===== src/rtl/lcd_bin2bcd.sv =====
// lcd_bin2bcd: sequential binary-to-packed-BCD converter feeding the LCD drive block.
// Latency: BIN_STB at edge N -> VAL_* and VAL_STB after edge N+1+SPO2_BITS+HEART_BITS+WATT_BITS.
// Backpressure: none; a strobe while BUSY is held as one pending request (latest wins).
// Ports: CLK/XRST clock and async active-low reset; BIN_* binary inputs + BIN_STB;
//        VAL_SPO2/VAL_HEARTRATE (3 BCD digits), VAL_WATT (5 BCD digits), VAL_STB pulse, BUSY.
// Optional: define LCD_BCD_LZB_EN for leading-zero blanking (blank code 4'hF) on the output copy.
module lcd_bin2bcd #(
  parameter int SPO2_BITS  = 10,
  parameter int HEART_BITS = 10,
  parameter int WATT_BITS  = 17
) (
  input  logic                  CLK,
  input  logic                  XRST,
  input  logic [SPO2_BITS-1:0]  BIN_SPO2,
  input  logic [HEART_BITS-1:0] BIN_HEART,
  input  logic [WATT_BITS-1:0]  BIN_WATT,
  input  logic                  BIN_STB,
  output logic [11:0]           VAL_SPO2,
  output logic [11:0]           VAL_HEARTRATE,
  output logic [19:0]           VAL_WATT,
  output logic                  VAL_STB,
  output logic                  BUSY
);

  // Shared engine width: the widest of the three binary fields.
  localparam int EW = (SPO2_BITS > HEART_BITS) ?
                      ((SPO2_BITS > WATT_BITS) ? SPO2_BITS : WATT_BITS) :
                      ((HEART_BITS > WATT_BITS) ? HEART_BITS : WATT_BITS);
  localparam int CW = $clog2(EW + 1);

  typedef enum logic [1:0] {IDLE, CONV, DONE} state_t;

  state_t                state;
  logic [1:0]            field;
  logic [CW-1:0]         cnt;
  logic [EW-1:0]         bin_sr;
  logic [19:0]           bcd_sr;
  logic [HEART_BITS-1:0] cap_heart;
  logic [WATT_BITS-1:0]  cap_watt;
  logic                  pend_vld;
  logic [SPO2_BITS-1:0]  pend_spo2;
  logic [HEART_BITS-1:0] pend_heart;
  logic [WATT_BITS-1:0]  pend_watt;
  logic [11:0]           shd_spo2;
  logic [11:0]           shd_heart;
  logic [19:0]           shd_watt;

  logic [SPO2_BITS-1:0]  sat_spo2;
  logic [HEART_BITS-1:0] sat_heart;
  logic [WATT_BITS-1:0]  sat_watt;
  logic [SPO2_BITS-1:0]  ld_spo2;
  logic [HEART_BITS-1:0] ld_heart;
  logic [WATT_BITS-1:0]  ld_watt;
  logic                  start;
  logic [19:0]           bcd_adj;
  logic [19:0]           bcd_next;
  logic [11:0]           fmt_spo2;
  logic [11:0]           fmt_heart;
  logic [19:0]           fmt_watt;

  // Saturation; a field too narrow to exceed its limit passes straight through.
  generate
    if (SPO2_BITS >= 10) begin : g_sat_spo2
      assign sat_spo2 = (BIN_SPO2 > SPO2_BITS'(999)) ? SPO2_BITS'(999) : BIN_SPO2;
    end else begin : g_pass_spo2
      assign sat_spo2 = BIN_SPO2;
    end
    if (HEART_BITS >= 10) begin : g_sat_heart
      assign sat_heart = (BIN_HEART > HEART_BITS'(999)) ? HEART_BITS'(999) : BIN_HEART;
    end else begin : g_pass_heart
      assign sat_heart = BIN_HEART;
    end
    if (WATT_BITS >= 17) begin : g_sat_watt
      assign sat_watt = (BIN_WATT > WATT_BITS'(99999)) ? WATT_BITS'(99999) : BIN_WATT;
    end else begin : g_pass_watt
      assign sat_watt = BIN_WATT;
    end
  endgenerate

  // Left-align a field in the engine so its MSB is shifted out first.
  function automatic logic [EW-1:0] align(input logic [EW-1:0] v, input int w);
    return v << (EW - w);
  endfunction

`ifdef LCD_BCD_LZB_EN
  // Blank leading zero digits of an nd-digit field; the units digit is always shown.
  function automatic logic [19:0] lzb(input logic [19:0] v, input int nd);
    logic lead;
    lzb  = v;
    lead = 1'b1;
    for (int i = 4; i >= 1; i--) begin
      if (i < nd) begin
        if (lead && (v[i*4 +: 4] == 4'd0)) lzb[i*4 +: 4] = 4'hF;
        else                               lead = 1'b0;
      end
    end
  endfunction
`endif

  always_comb begin
    // A fresh strobe always wins over queued data when a conversion starts.
    start    = ((state == IDLE) && BIN_STB) || ((state == DONE) && (BIN_STB || pend_vld));
    ld_spo2  = BIN_STB ? sat_spo2  : pend_spo2;
    ld_heart = BIN_STB ? sat_heart : pend_heart;
    ld_watt  = BIN_STB ? sat_watt  : pend_watt;

    bcd_adj = bcd_sr;
    for (int i = 0; i < 5; i++) begin
      if (bcd_sr[i*4 +: 4] >= 4'd5) bcd_adj[i*4 +: 4] = bcd_sr[i*4 +: 4] + 4'd3;
    end
    bcd_next = {bcd_adj[18:0], bin_sr[EW-1]};

    fmt_spo2  = shd_spo2;
    fmt_heart = shd_heart;
    fmt_watt  = shd_watt;
`ifdef LCD_BCD_LZB_EN
    fmt_spo2  = 12'(lzb({8'd0, shd_spo2}, 3));
    fmt_heart = 12'(lzb({8'd0, shd_heart}, 3));
    fmt_watt  = lzb(shd_watt, 5);
`endif
  end

  always_ff @(posedge CLK or negedge XRST) begin
    if (!XRST) begin
      state         <= IDLE;
      field         <= 2'd0;
      cnt           <= '0;
      bin_sr        <= '0;
      bcd_sr        <= '0;
      cap_heart     <= '0;
      cap_watt      <= '0;
      pend_vld      <= 1'b0;
      pend_spo2     <= '0;
      pend_heart    <= '0;
      pend_watt     <= '0;
      shd_spo2      <= '0;
      shd_heart     <= '0;
      shd_watt      <= '0;
      VAL_SPO2      <= '0;
      VAL_HEARTRATE <= '0;
      VAL_WATT      <= '0;
      VAL_STB       <= 1'b0;
      BUSY          <= 1'b0;
    end else begin
      VAL_STB <= 1'b0;

      // Strobes during CONV queue up; DONE always consumes or overrides the queue.
      if ((state == CONV) && BIN_STB) begin
        pend_vld   <= 1'b1;
        pend_spo2  <= sat_spo2;
        pend_heart <= sat_heart;
        pend_watt  <= sat_watt;
      end else if (state == DONE) begin
        pend_vld <= 1'b0;
      end

      case (state)
        CONV: begin
          if (cnt == '0) begin
            // Last bit of this field: bank the result and load the next field now.
            bcd_sr <= '0;
            case (field)
              2'd0: begin
                shd_spo2 <= bcd_next[11:0];
                bin_sr   <= align(EW'(cap_heart), HEART_BITS);
                cnt      <= CW'(HEART_BITS - 1);
                field    <= 2'd1;
              end
              2'd1: begin
                shd_heart <= bcd_next[11:0];
                bin_sr    <= align(EW'(cap_watt), WATT_BITS);
                cnt       <= CW'(WATT_BITS - 1);
                field     <= 2'd2;
              end
              default: begin
                shd_watt <= bcd_next;
                state    <= DONE;
              end
            endcase
          end else begin
            bcd_sr <= bcd_next;
            bin_sr <= bin_sr << 1;
            cnt    <= cnt - 1'b1;
          end
        end
        DONE: begin
          VAL_SPO2      <= fmt_spo2;
          VAL_HEARTRATE <= fmt_heart;
          VAL_WATT      <= fmt_watt;
          VAL_STB       <= 1'b1;
          if (!start) begin
            state <= IDLE;
            BUSY  <= 1'b0;
          end
        end
        default: ;
      endcase

      if (start) begin
        state     <= CONV;
        BUSY      <= 1'b1;
        field     <= 2'd0;
        cnt       <= CW'(SPO2_BITS - 1);
        bin_sr    <= align(EW'(ld_spo2), SPO2_BITS);
        bcd_sr    <= '0;
        cap_heart <= ld_heart;
        cap_watt  <= ld_watt;
      end
    end
  end

endmodule


===== config.mk =====
export PLATFORM = sky130hd
export DESIGN_NAME = lcd_bin2bcd
export DESIGN_NICKNAME = d
export VERILOG_FILES = /design/src/rtl/lcd_bin2bcd.sv
export SDC_FILE = /design/constraint.sdc
export NUM_CORES = 1
export LEC_CHECK = 0
export ABC_AREA = 0
export CAP_MARGIN = 20
export CELL_PAD_IN_SITES_DETAIL_PLACEMENT = 0
export CELL_PAD_IN_SITES_GLOBAL_PLACEMENT = 1
export CORE_MARGIN = 2
export CORE_UTILIZATION = 45
export DETAILED_ROUTE_END_ITERATION = 10
export MAX_ROUTING_LAYER = met4
export PLACE_DENSITY = 0.9
export SETUP_SLACK_MARGIN = 0.1
export SLEW_MARGIN = 20
export SYNTH_ARGS = -nofsm -noshare
export SYNTH_HDL_FRONTEND = slang
export SYNTH_SLANG_ARGS = --single-unit

===== constraint.sdc =====
create_clock -name CLK -period 2.4 [get_ports CLK]
set_input_delay 0.24 -clock CLK [delete_from_list [all_inputs] [get_ports CLK]]
set_output_delay 0.24 -clock CLK [all_outputs]
set_load 0.03 [all_outputs]

==> impl_metrics.py <==
metrics = {
    "grt": {
        "antenna_found_initial": 0,
        "grt_pass1_wl_um": 32800,
        "grt_usage_pct": 19.0,
        "grt_overflow": 0,
        "grt_pass1_vias": 6484,
        "grt_max_degree": 52,
    },
    "run_status": {
        "status": "completed",
    },
    "sta": {
        "slew_headroom_pct": 41.2,
        "drv_slew": 0,
        "period_share_pct": 90.2,
        "finalSetupViolations": 0,
        "fin_tns_setup_ns": 0,
        "fmax_mhz": 462,
        "rsz0062_at_grt": "false",
        "fin_skew_ns": 0.0161,
        "finalHoldViolCount": 0,
        "min_period_ns": 2.16,
        "tightest_slew_ns": 0.879,
    },
    "final_layout": {
        "fillers": 1711,
        "num_antenna_cells": 0,
        "area_growth_pct": 22.0,
        "nNetsFinal": 989,
        "multiInputGateArea_um2": 3690,
        "regArea_um2": 5030,
        "drive_gt1_share_pct": 15.0,
        "postLayoutCellArea_um2": 11000,
        "finalNonFillerCells": 1219,
    },
    "routing": {
        "drc": 0,
        "drt_first_pass_iters": 7,
        "vias_per_cell": 5.36,
        "drt_wl_total_um": 19200,
        "vias": 6528,
        "drtIter0Drc": 292,
        "post_drt_wl_per_cell_um": 15.8,
        "ant_nets": 0,
    },
    "logic_synthesis": {
        "ys_types": 54,
        "async_flop_share_pct": 100,
        "synthTopCellsByArea": "dfrtp_1 (56%), mux2_2 (7.0%), nand2_1 (5.1%), o21ai_0 (4.1%), mux2i_1 (3.1%)",
        "synth_edf_count": 0,
        "synth_nets": 901,
        "synth_area_um2": 9040,
        "synth_most_common_cell": "dfrtp_1",
        "synth_top_cell_by_area": "dfrtp_1",
        "syn_avg_cell_area_um2": 10.6,
        "ys_warn_count": 0,
        "ys_seq_elements": 201,
        "ys_seq_area_share_pct": 55.6,
        "synthTopCellsByCount": "dfrtp_1 (201), nand2_1 (122), o21ai_0 (74)",
        "syn_inst": 850,
        "synth_top_cell_area_share_pct": 55.6,
        "synthFlopType": "dfrtp_1",
    },
    "flow_run": {
        "cap_violations": 0,
    },
    "floorplan": {
        "die-area_um2": 21200,
        "die_w_um": 146,
        "coreArea_um2": 19600,
        "fp.dieH_um": 146,
        "placementRows": 51,
        "initial_core_util_pct": 46.1,
        "num_io_pins": 86,
    },
    "clocking": {
        "htreeDepth": 1,
        "clock_latency_ns": 0.51,
        "clk_pin_slew_ns": 0.06,
        "clock-sinks": 201,
        "cts_inserted_buffers": 22,
        "root_buffer": "clkbuf_16",
        "cts_buffer_depth": 3,
        "tritoncts": "done",
    },
    "placement": {
        "dp_hpwl_um": 13200,
        "placed_area_um2": 10300,
        "portBuffers": 85,
        "place_congestion": 0.794,
        "placed_cells": 1178,
    },
    "critical_path": {
        "worstPathRequired_ns": 2.82,
        "worstSetupPathType": "flop to flop",
        "startpoint_type": "flop",
        "cp_max_fo": 7,
        "arrival_ns": 2.59,
        "end_kind": "flop",
    },
    "power": {
        "ir_drop_mv": 0.595,
        "power.total_mw": 13.7,
        "static-leakage-power_nw": 5.02,
        "pwr_density_cell_nw_per_um2": 1250,
    },
    "min_path": {
        "hold_path_class": "input pin to flop",
    },
}
[final cells by class]
cell class / count / share of cell area [%]
flip-flops and latches: 201 / 45.6
repair buffers: 116 / 10.2
multi-input cells: 570 / 33.5
well taps: 265 / 3.01
inverters: 27 / 0.919
clock inverters: 15 / 1.59
clock buffers: 25 / 5.19
[flip-flops by register name (all words and copies together) (netlist names), 12 cells and up]
name	flops
fmt_heart	12
pend_watt	17
bcd_sr	20
cap_watt	17
fmt_spo2	12
VAL_SPO2	12
VAL_WATT	20
VAL_HEARTRATE	12
fmt_watt	20
bin_sr	17
[critical path, stage by stage, from the launching register on]
cell and delay, ns:
dfrtp_1 0.40, inv_1 0.08, ha_1 0.21, or4b_1 0.64, a211oi_4 0.38, a222oi_1 0.22, o211ai_2 0.17
[logic make-up (layout without fill, tap and decap cells)]
logic type / after synthesis / count (layout) / share of synthesized area, %
and+or+nand+nor: 248 / 248 / 12.8
AOI/OAI and AO/OA: 221 / 221 / 15.7
DFF: 201 / 201 / 55.6
muxes: 85 / 85 / 10.2
buffers and inverters: 79 / 183 / 3.65
adders and majority gates: 11 / 11 / 1.52
xor gates and xnor gates: 5 / 5 / 0.484
[layout by cell type, fill, tap and decap left out, types with 3 or more instances in the layout]
master / instances
dfrtp_1: 201
nand2_1: 121
clkdlybuf4s50_1: 83
o21ai_0: 74
mux2_2: 56
nor2_1: 45
a21oi_1: 44
mux2i_1: 28
inv_1: 27
buf_4: 27
clkbuf_16: 22
nor2b_1: 19
a31oi_1: 17
nand3_1: 16
ha_1: 11
nor3b_1: 10
a22o_1: 10
o22ai_1: 9
a21o_1: 8
o211ai_1: 8
o31ai_1: 8
nand2b_1: 7
and3_1: 7
clkinv_2: 7
o2bb2ai_1: 6
o22a_1: 6
xnor2_1: 5
a32o_1: 5
a31o_2: 5
and2_1: 4
a22oi_1: 3
nand4_1: 3
or2_2: 3
a32oi_1: 3
a211oi_1: 3
clkinv_4: 3
bufinv_16: 3
buf_12: 3
[repair_timing]
item,CTS,global route
setup buffers,0,0
endpoints found under the setup margin,0,5
gates resized for setup,0,1
hold buffers,1,0
endpoints found under the hold margin,47,0
[worst paths after layout]
check	to	cells past startpoint	slack, ns	startpoint
min in group asynchronous	VAL_HEARTRATE[8]	2	0.25	XRST
worst min-delay path	state[0]	3	0.11	BIN_STB
worst min register to register	pend_watt[13]	2	0.47	pend_watt[13]
max in group asynchronous	cap_watt[10]	3	1.42	XRST
worst max register to register	bin_sr[10]	6	0.24	cnt[0]
worst max-delay path	bin_sr[10]	6	0.24	cnt[0]
[stage by stage]
stage          hold slack [ns]  utilization [%]  worst slack, ns
3_3_place_gp             0.216             52.4            0.231
6_report                 0.111             56.3            0.236
2_1_floorplan          -0.0556                -            0.409
4_1_cts                 0.0952             56.3            0.223
5_1_grt                  0.154             56.3            0.116
3_5_place_dp             0.218             52.4            0.223
[routing by layer]
layer	track usage, %	wire length [um]	share of wire [%]	vias to the layer above
met3	2.82	829	4.3	40
met4	4.90	465	2.4	0
met2	30.6	9140	48	156
met1	25.6	8780	46	3160
met5	-	0	0	-
li1	-	-	-	3172
[power breakdown]
part	internal [mW]	switching [mW]
Combinational	2.06	2.69
Clock	2.05	1.39
Sequential	4.70	0.834
Total	8.81	4.91
(Power assumes the default switching activity.)
